## config.mk

```make
export PLATFORM = sky130hd
export DESIGN_NAME = firebird7_in_gate1_tessent_data_mux_ctrl
export DESIGN_NICKNAME = d
export VERILOG_FILES = /design/src/rtl/firebird7_in_gate1_data_mux_ctrl_pkg.sv /design/src/rtl/firebird7_in_gate1_data_mux_ctrl_tdr.sv /design/src/rtl/firebird7_in_gate1_tessent_data_mux_ctrl.sv
export SDC_FILE = /design/constraint.sdc
export NUM_CORES = 1
export LEC_CHECK = 0
export ABC_AREA = 0
export BUFFER_PORTS_ARGS = -buffer_cell sky130_fd_sc_hd__buf_4
export CORE_AREA = 4 4 68 70
export DETAILED_ROUTE_END_ITERATION = 10
export DIE_AREA = 0 0 72 74
export PLACE_DENSITY_LB_ADDON = 0.25
export SLEW_MARGIN = 20
export SYNTH_ARGS = -nofsm -noshare
export SYNTH_HDL_FRONTEND = slang
export SYNTH_SLANG_ARGS = --single-unit
```

## constraint.sdc

```tcl
create_clock -name ijtag_tck -period 1.9 [get_ports ijtag_tck]
set_input_delay 0.38 -clock ijtag_tck [delete_from_list [all_inputs] [get_ports ijtag_tck]]
set_output_delay 0.38 -clock ijtag_tck [all_outputs]
set_load 0.02 [all_outputs]
```

## src/rtl/firebird7_in_gate1_data_mux_ctrl_pkg.sv

```systemverilog
// Shared types and helpers for the IJTAG data-mux controller.
//   state_e    : takeover/release sequencer states
//   cnt_width  : width of the shared settle/timeout counter
package firebird7_in_gate1_data_mux_ctrl_pkg;

  typedef enum logic [2:0] {
    StFunc,
    StQreq,
    StSettleIn,
    StTest,
    StRelease
  } state_e;

  // One spare bit above the largest terminal count so the counter can saturate, never wrap.
  function automatic int unsigned cnt_width(input int unsigned settle,
                                            input int unsigned timeout);
    int unsigned m;
    m = (settle > timeout) ? settle : timeout;
    return $clog2(m) + 1;
  endfunction

endpackage

```

## src/rtl/firebird7_in_gate1_data_mux_ctrl_tdr.sv

```systemverilog
// Capture/shift/update test data register, WIDTH+1 bits: {enable, data[WIDTH-1:0]}.
// Ports:
//   i_clk, i_rst        tck and asynchronous active-high reset
//   i_sel               segment selected; all TDR operations gated by it
//   i_ce, i_se, i_ue    capture / shift / update enables (priority ce > se > ue)
//   i_si                scan in
//   i_test              sequencer is in TEST, captured into the enable bit
//   i_capture_data      functional data captured into the data bits
//   o_so                scan out (shift register LSB)
//   o_upd               update register
module firebird7_in_gate1_data_mux_ctrl_tdr #(
  parameter int unsigned WIDTH = 3
) (
  input  logic             i_clk,
  input  logic             i_rst,
  input  logic             i_sel,
  input  logic             i_ce,
  input  logic             i_se,
  input  logic             i_ue,
  input  logic             i_si,
  input  logic             i_test,
  input  logic [WIDTH-1:0] i_capture_data,
  output logic             o_so,
  output logic [WIDTH:0]   o_upd
);

  logic [WIDTH:0] r_shift;
  logic [WIDTH:0] r_upd;

  always_ff @(posedge i_clk or posedge i_rst) begin
    if (i_rst) begin
      r_shift <= '0;
      r_upd   <= '0;
    end else if (i_sel) begin
      if (i_ce) begin
        r_shift <= {i_test, i_capture_data};
      end else if (i_se) begin
        r_shift <= {i_si, r_shift[WIDTH:1]};
      end else if (i_ue) begin
        r_upd <= r_shift;
      end
    end
  end

  assign o_so  = r_shift[0];
  assign o_upd = r_upd;

endmodule

```

## src/rtl/firebird7_in_gate1_tessent_data_mux_ctrl.sv

```systemverilog
// IJTAG-side owner of a functional/ijtag data mux. A TDR {enable, data} requests takeover; the
// sequencer quiesces the functional owner (req/ack), waits SETTLE_CYCLES, then selects ijtag data.
// Release walks the same steps backwards so the mux never switches under live traffic.
// Ports:
//   ijtag_tck, ijtag_reset        clock and asynchronous active-high reset
//   ijtag_sel/ce/se/ue/si/so      IJTAG segment access
//   functional_data_in            functional value observed on capture
//   func_quiesce_ack/req          quiesce handshake with the functional owner
//   ijtag_select                  mux select (1 = ijtag data)
//   ijtag_data_out                override data
//   takeover_error                sticky: ack timeout or ack lost while selected
module firebird7_in_gate1_tessent_data_mux_ctrl
  import firebird7_in_gate1_data_mux_ctrl_pkg::*;
#(
  parameter int unsigned WIDTH         = 3,
  parameter int unsigned SETTLE_CYCLES = 4,
  parameter int unsigned ACK_TIMEOUT   = 255
) (
  input  logic             ijtag_tck,
  input  logic             ijtag_reset,
  input  logic             ijtag_sel,
  input  logic             ijtag_ce,
  input  logic             ijtag_se,
  input  logic             ijtag_ue,
  input  logic             ijtag_si,
  output logic             ijtag_so,
  input  logic [WIDTH-1:0] functional_data_in,
  input  logic             func_quiesce_ack,
  output logic             func_quiesce_req,
  output logic             ijtag_select,
  output logic [WIDTH-1:0] ijtag_data_out,
  output logic             takeover_error
);

  localparam int unsigned      CntW       = cnt_width(SETTLE_CYCLES, ACK_TIMEOUT);
  localparam logic [CntW-1:0]  SettleLast = CntW'(SETTLE_CYCLES - 1);
  localparam logic [CntW-1:0]  AckLast    = CntW'(ACK_TIMEOUT - 1);
  localparam logic [CntW-1:0]  CntMax     = '1;

  logic [WIDTH:0]  w_upd;
  logic            w_upd_en;
  state_e          r_state;
  state_e          w_state_next;
  logic [CntW-1:0] r_cnt;
  logic [CntW-1:0] w_cnt_next;
  logic            w_cnt_inc;
  logic            r_err;
  logic            w_err_next;
  logic            r_req;
  logic            r_sel;

  firebird7_in_gate1_data_mux_ctrl_tdr #(
    .WIDTH (WIDTH)
  ) u_tdr (
    .i_clk          (ijtag_tck),
    .i_rst          (ijtag_reset),
    .i_sel          (ijtag_sel),
    .i_ce           (ijtag_ce),
    .i_se           (ijtag_se),
    .i_ue           (ijtag_ue),
    .i_si           (ijtag_si),
    .i_test         (r_state == StTest),
    .i_capture_data (functional_data_in),
    .o_so           (ijtag_so),
    .o_upd          (w_upd)
  );

  assign w_upd_en = w_upd[WIDTH];

  always_comb begin
    w_state_next = r_state;
    w_cnt_inc    = 1'b0;
    w_err_next   = r_err;
    unique case (r_state)
      StFunc: begin
        if (w_upd_en) begin
          w_state_next = StQreq;
          w_err_next   = 1'b0;
        end
      end
      StQreq: begin
        if (!w_upd_en) begin
          w_state_next = StFunc;
        end else if (func_quiesce_ack) begin
          w_state_next = StSettleIn;
        end else if (r_cnt == AckLast) begin
          w_state_next = StFunc;
          w_err_next   = 1'b1;
        end else begin
          w_cnt_inc = 1'b1;
        end
      end
      StSettleIn: begin
        if (!w_upd_en) begin
          w_state_next = StRelease;
        end else if (r_cnt == SettleLast) begin
          w_state_next = StTest;
        end else begin
          w_cnt_inc = 1'b1;
        end
      end
      StTest: begin
        // Losing ack while selected is flagged but the mux is not yanked back.
        if (!func_quiesce_ack) begin
          w_err_next = 1'b1;
        end
        if (!w_upd_en) begin
          w_state_next = StRelease;
        end
      end
      StRelease: begin
        // A fresh enable is deliberately ignored here; FUNC picks it up afterwards.
        if (r_cnt == SettleLast) begin
          w_state_next = StFunc;
        end else begin
          w_cnt_inc = 1'b1;
        end
      end
      default: begin
        w_state_next = StFunc;
      end
    endcase
  end

  always_comb begin
    w_cnt_next = r_cnt;
    if (w_state_next != r_state) begin
      w_cnt_next = '0;
    end else if (w_cnt_inc && (r_cnt != CntMax)) begin
      w_cnt_next = r_cnt + CntW'(1);
    end
  end

  // Outputs are flops loaded from the next state so they switch on the same edge as the state.
  always_ff @(posedge ijtag_tck or posedge ijtag_reset) begin
    if (ijtag_reset) begin
      r_state <= StFunc;
      r_cnt   <= '0;
      r_err   <= 1'b0;
      r_req   <= 1'b0;
      r_sel   <= 1'b0;
    end else begin
      r_state <= w_state_next;
      r_cnt   <= w_cnt_next;
      r_err   <= w_err_next;
      r_req   <= (w_state_next != StFunc);
      r_sel   <= (w_state_next == StTest);
    end
  end

  assign func_quiesce_req = r_req;
  assign ijtag_select     = r_sel;
  assign takeover_error   = r_err;
  assign ijtag_data_out   = w_upd[WIDTH-1:0];

endmodule

```

Word-level counts from Yosys, hierarchy flattened:

Index checks and enable logic that the tools add are counted.

* add/subtract/negate cells: 1
* multipliers: 0
* divide/modulo/power cells: 0
* magnitude comparators: 0
* equal/unequal tests: 14
* shift operators: 0
* multiplexer cells: 25
* bitwise gates (word level): 2
* reduce and logical (&&, ||, !) cells: 9

Operators with widths (count)
* $mux 3: 8
* $mux 9: 2
* $pmux 3 s5: 1
* $mux 1: 10
* $add 9x1->9 const B: 1
* $eq 3x2->1 const B: 3
* $eq 9x2->1 const B: 1
* $eq 9x8->1 const B: 1
* $ne 9x9->1 const B: 1
* $mux 4: 2
* $ne 2x2->1 const B: 3
* $pmux 1 s3: 2
* $reduce_and 6->1: 1
* $reduce_bool 3->1: 2
* $ne 2x1->1 const B: 2
* $reduce_and 4->1: 1
* $reduce_bool 2->1: 2
* $eq 3x1->1 const B: 1
* $eq 3x3->1 const B: 1
* $logic_not 3->1: 1
* $ne 3x3->1: 1
* $not 1->1: 2
* $reduce_and 2->1: 1
* $logic_and 1x1->1: 1

* flip-flop bits (word level): 23
* bits in latches: 0
* RAM bits: 0
* memory bits (read-only): 0
* bits of input ports: 11
* output and inout bits: 7
* memories kept: 0

Logic depth before layout (Yosys ltp):

* depth after elaboration: 8
* mapped depth: 9
* mapped depth without buffers: 9

Hierarchy:

Synthesis repeated with hierarchy kept, for this count alone.

* cells, all modules: 122
* area total of the unflattened synthesis: 1295.0 sq um

Modules (own cells, without submodules)
* firebird7_in_gate1_tessent_data_mux_ctrl: times used 1, cells each 95, area an instance 910.9 sq um, seq. area each 375.4 sq um
* firebird7_in_gate1_data_mux_ctrl_tdr: times used 1, cells each 27, area an instance 384.1 sq um, seq. area each 200.2 sq um

Worst setup path after synthesis:

OpenSTA, ideal clock, no wires.

* path kind: reg-to-reg
* from: register r_cnt[0]
* to: register r_cnt[7]
* setup time: 78 ps
* arrival: 2032 ps
* required time: 1822 ps
* setup slack: -210 ps
* stages on the path, launching flop included: 10
* buffers on the path: 0
* cells stage by stage: dfrtp_1 > ha_1 > nand3_1 > nor2_1 > ha_1 > and4b_1 > and3_1 > nand3_1 > or3_2 > a21oi_1

* cells in the longest elaborated chain, start to end: 7
* elaborated cells on any way between the ends: 22

Ends and longest elaborated chain
* start: declaration: line firebird7_in_gate1_tessent_data_mux_ctrl.sv:44 `logic [CntW-1:0] r_cnt;`
* start signal: assignment: line firebird7_in_gate1_tessent_data_mux_ctrl.sv:144 `r_cnt <= w_cnt_next;`
* $eq 9x8->1: line firebird7_in_gate1_tessent_data_mux_ctrl.sv:86 `end else if (r_cnt == AckLast) begin`
* $mux 3 or $mux 1 (tied branches): line firebird7_in_gate1_tessent_data_mux_ctrl.sv:86
* $mux 3 or $mux 1 (tied branches): line firebird7_in_gate1_tessent_data_mux_ctrl.sv:84 `end else if (func_quiesce_ack) begin`
* $mux 3 or $mux 1 (tied branches): line firebird7_in_gate1_tessent_data_mux_ctrl.sv:82 `if (!w_upd_en) begin`
* $pmux 3 s5 or $pmux 1 s3 (tied branches): line firebird7_in_gate1_tessent_data_mux_ctrl.sv:74 `unique case (r_state)`
* $ne 3x3->1 or $logic_and 1x1->1 (tied branches): line firebird7_in_gate1_tessent_data_mux_ctrl.sv:127, firebird7_in_gate1_tessent_data_mux_ctrl.sv:129
* $mux 9 or $reduce_bool 2->1 (tied branches)

Several ways; a longest one is shown, not always the timed one. The select of a mux whose other input is x is not followed.
A chain may end at the register's enable or synchronous reset.

Final worst setup path:

* from: register r_cnt[0]
* to: register r_cnt[6]

The elaborated chain is that of the path after synthesis.

==> results by stage <==
Power and ir drop:
- In this run, flip-flops and latches consume 41.2% of the power.
- The switching power is 516.0 µW.
- The worst IR drop on VDD is 0.4277 mV.
- The clock network burns 20.9% of the power.
- The power density over the cells is 805.9 nW/µm².
- The total power after layout is 1.524 mW.
- Net switching is 33.87% of the power.
- The combinational share of power is 38.0%.
- Cell internal power was estimated by the tool at 1.008 mW.
- The total leakage power is 0.8549 nW.

Placed design:
- The routability congestion estimate is 0.8186.
- After detailed placement, the design holds a cell count of 216.
- Once detailed placement completed, the half-perimeter wirelength came to 2322 µm.
- The total placed instance area is 1733 µm².
- The setup slack at placement is -0.1017 ns.
- In this run the tool buffered the top-level ports with 17 buffer cells.

Timing:
- The worst path setup slack after routing is -0.06261 ns.
- On the final layout, the worst clock skew is 0.008264 ns.
- The count of endpoints failing setup in the final report is 9.
- Setup repair after global routing could not meet its margin everywhere.
- Of the available clock period, the critical path in the final layout requires 103.3%.
- The total count of max-transition violations in the final report came to 0.
- The achievable clock frequency is 0.5095 GHz.
- At the pin with the least slew margin, the transition time is 0.5262 ns.
- The minimum period implied by the final worst setup slack is 1.963 ns.
- For the final routed database, the setup TNS stands at -0.4449 ns.
- On the final layout, the worst hold slack is 0.1487 ns.
- The normalized max-slew margin is 64.46%.
- The hold violation count in the final report is 0.

Critical path:
- The kind of start point of the critical path is a flip-flop.
- The largest individual stage delay along the critical path comes from the cell or4_4.
- Traced cell by cell, the critical path runs through inv_1, ha_2, nand4b_1, o211ai_2, o22a_2, or4_4, a21oi_2.
- The category of the critical setup timing path is reg -> reg.
- Data on the critical path arrives at its endpoint at 2.17 ns.
- In this run the worst path has a maximum fanout of 5.
- Data on the critical path is required at its endpoint by 2.11 ns.
- The largest stage delay on the critical path is 0.52 ns.
- The sort of element at the end of the critical path is a flip-flop.

Synthesis:
- A synthesized cell averages 10.55 µm².
- The synthesized instance count is 129.
- After synthesis, flip-flops and latches occupy 42.28% of the total area.
- The number of warning messages in the yosys log is 0.
- After synthesis, the cell types taking the most area are dfrtp_1 42%, a22o_1 4.5%, o21ai_0 4.0%.
- The mapped netlist covers 1361 µm².
- Counting flops with an async set or reset pin after synthesis yields a share of 100.0%.
- When the netlist entered floorplanning its net count stood at 143.
- The library cell with the highest instance count after synthesis is dfrtp_1.
- The most area-hungry cell type in the Yosys netlist is dfrtp_1.
- In the synthesized netlist the dominant register cell turns out to be dfrtp_1.
- In the synthesized netlist, the cells that appear most often are 23 x dfrtp_1, 11 x o21ai_0, 7 x a21oi_1, 7 x a22o_1, 7 x inv_1.
- The share of the synthesized area in the top cell type is 42.28%.
- The number of flops mapped to enable cells by yosys is 0.
- The synthesized design contains 23 register bits.
- In this run, distinct cell masters in the synthesized netlist total 48.

Status:
- The run finished, with violations left.
- The checks that failed: negative setup slack.

Floorplan:
- The initial standard-cell utilization of the core is 34.28%.
- The horizontal die dimension is 72 µm.
- The core area is 3971 µm².
- Pin placement for this block handled 18 I/O pins.
- Row generation in the floorplan step produced 23 rows.
- In this run the vertical extent of the chip is 74 µm.
- The die covers 5328 µm².

Clocking:
- At the later pin of the worst-skew pair, clock insertion delay measures 0.27 ns.
- After clock tree synthesis, the flow added hold-fix buffers numbering 0.
- The TritonCTS clock tree is built.
- Clock-pin slew was measured on the worst setup and hold paths at 0.09 ns.
- The deepest clock path buffer count is 2.
- In this run the clock root is driven by a clkbuf_8.
- The CTS buffer count is 3.
- In this run the number of H-tree levels came out at 1.
- The number of clock sinks seen by CTS is 23.

Routing:
- The total via count after detailed routing is 1,214.
- The first routing iteration left 94 violations.
- The detailed-routing iteration count for the pre-antenna-repair pass is 4.
- After detailed routing, the number of vias per cell comes to 5.325.
- For this run, design rule violations remaining after detail routing come to 0.
- The total detailed-routing wirelength is 3410 µm.
- After detailed routing, the average wire length per cell comes to 14.96 µm.
- The count of nets left with antenna violations once routing finished came out at 0.

Layout:
- Summing all multi-input logic gate instances after layout gives 792.0 µm².
- The count of placed standard cells in the final layout, fillers left out is 228.
- After routing the design area is 1891 µm².
- The net total in the final layout is 193.
- In the final layout, the share of cells above drive strength 1 is 47.75%.
- The post-layout utilization of the core is 47.61%.
- The fill cell total of the finished layout is 375.
- The number of diodes is 0.
- The layout-stage area growth over the synthesis result is 38.88%.
- The area taken by flip-flops and latches is 575.6 µm².

Global route:
- The first-pass GRT wire length is 5768 µm.
- For this run the aggregate overflow at the end of global routing stands at 0.
- Entering global routing, the biggest net connects 24 pins.
- The aggregate global-route resource usage is 13.97%.
- The via count of the first global-routing pass was 1,230.
- The initial antenna violation count was 0.

Hold path:
- The worst min-delay path class is in -> async.

Flow run:
- The total of max-cap violations is 0.
-- flip-flops by register name (all words and copies together) (netlist names) --
name and flops:
u_tdr.o_upd 4, r_state 3, takeover_error 1, func_quiesce_req 1, u_tdr.r_shift 4, ijtag_select 1
r_cnt 9
-- worst paths after layout --
path,from,end,slack [ns],depth (start not counted)
hold / removal,ijtag_reset,r_cnt[5],0.15,3
setup reg to reg,r_cnt[0],r_cnt[6],-0.06,7
min in group ijtag_tck,ijtag_sel,u_tdr.r_shift[2],0.38,2
setup / recovery,r_cnt[0],r_cnt[6],-0.06,7
hold reg to reg,u_tdr.o_upd[1],u_tdr.o_upd[1],0.51,1
max in group asynchronous,ijtag_reset,func_quiesce_req,1.51,3
-- worst max-delay path, delay by kind of cell, from the launching register on --
| kind | cells | cell delay (ns) |
|---|---|---|
| buf+inv | 1 | 0.07 |
| compound gates | 3 | 0.56 |
| flops | 1 | 0.42 |
| simple gates | 2 | 0.66 |
| fa+ha+maj | 1 | 0.19 |
-- cells by family (layout without fill, tap and decap cells) --
logic type / after synthesis / after routing / share of synthesized area [%]
flip-flops: 23 / 23 / 42.28
XOR/XNOR: 1 / 1 / 0.6435
AND/OR/NAND/NOR: 41 / 41 / 21.14
adder cells (fa/ha/maj): 3 / 3 / 2.758
buffers and inverters: 13 / 61 / 5.515
multiplexers: 5 / 5 / 4.044
AO/OA/AOI/OAI: 43 / 44 / 23.62
-- cell usage in the layout (no fill, tap or decap), types with 2 or more instances in the layout --
| master | n |
|---|---|
| buf_4 | 49 |
| dfrtp_1 | 23 |
| o21ai_0 | 10 |
| inv_1 | 7 |
| a22o_1 | 7 |
| a21oi_1 | 6 |
| nand2_1 | 5 |
| nand2b_1 | 4 |
| mux2_2 | 4 |
| nand4b_1 | 3 |
| or3_1 | 3 |
| nor2b_1 | 3 |
| nor2_1 | 3 |
| clkbuf_8 | 3 |
| nor2_2 | 2 |
| or4_4 | 2 |
| o22a_2 | 2 |
| o21ai_1 | 2 |
| o31ai_1 | 2 |
| nand3_2 | 2 |
| a21oi_2 | 2 |
| ha_2 | 2 |
-- repair_timing --
action / CTS / global route
setup buffers: 5 / 2
hold endpoints to repair: 0 / 0
cloned: 1 / 0
resized for setup: 4 / 7
setup endpoints to repair: 11 / 13
pin swaps: 8 / 4
-- layer usage --
metal	global-route usage [%]	wire, µm	part of all wire (%)
met1	18.03	1485	44
met2	22.96	1715	50
met5	0	0	0
met3	3.784	166	4.9
met4	4.384	44	1.3
-- power groups by stage --
stage / Clock, mW / Combinational, mW / Sequential, mW
after floorplan: 0 / 0.289 / 0.639
after global placement: 0 / 0.518 / 0.630
after detailed placement: 0 / 0.523 / 0.635
after CTS: 0.330 / 0.571 / 0.622
after global routing: 0.355 / 0.629 / 0.640
final: 0.318 / 0.579 / 0.627
-- area by class of cell --
class / count / share of cell area, %
multi-input combinational: 94 / 41.89
sequential: 23 / 30.44
timing repair buffer: 50 / 20.52
tap: 50 / 3.309
clock buffer: 3 / 2.184
inverter: 7 / 1.390
clock inverter: 1 / 0.2647
No activity file was read; power rests on OpenSTA's default activity.
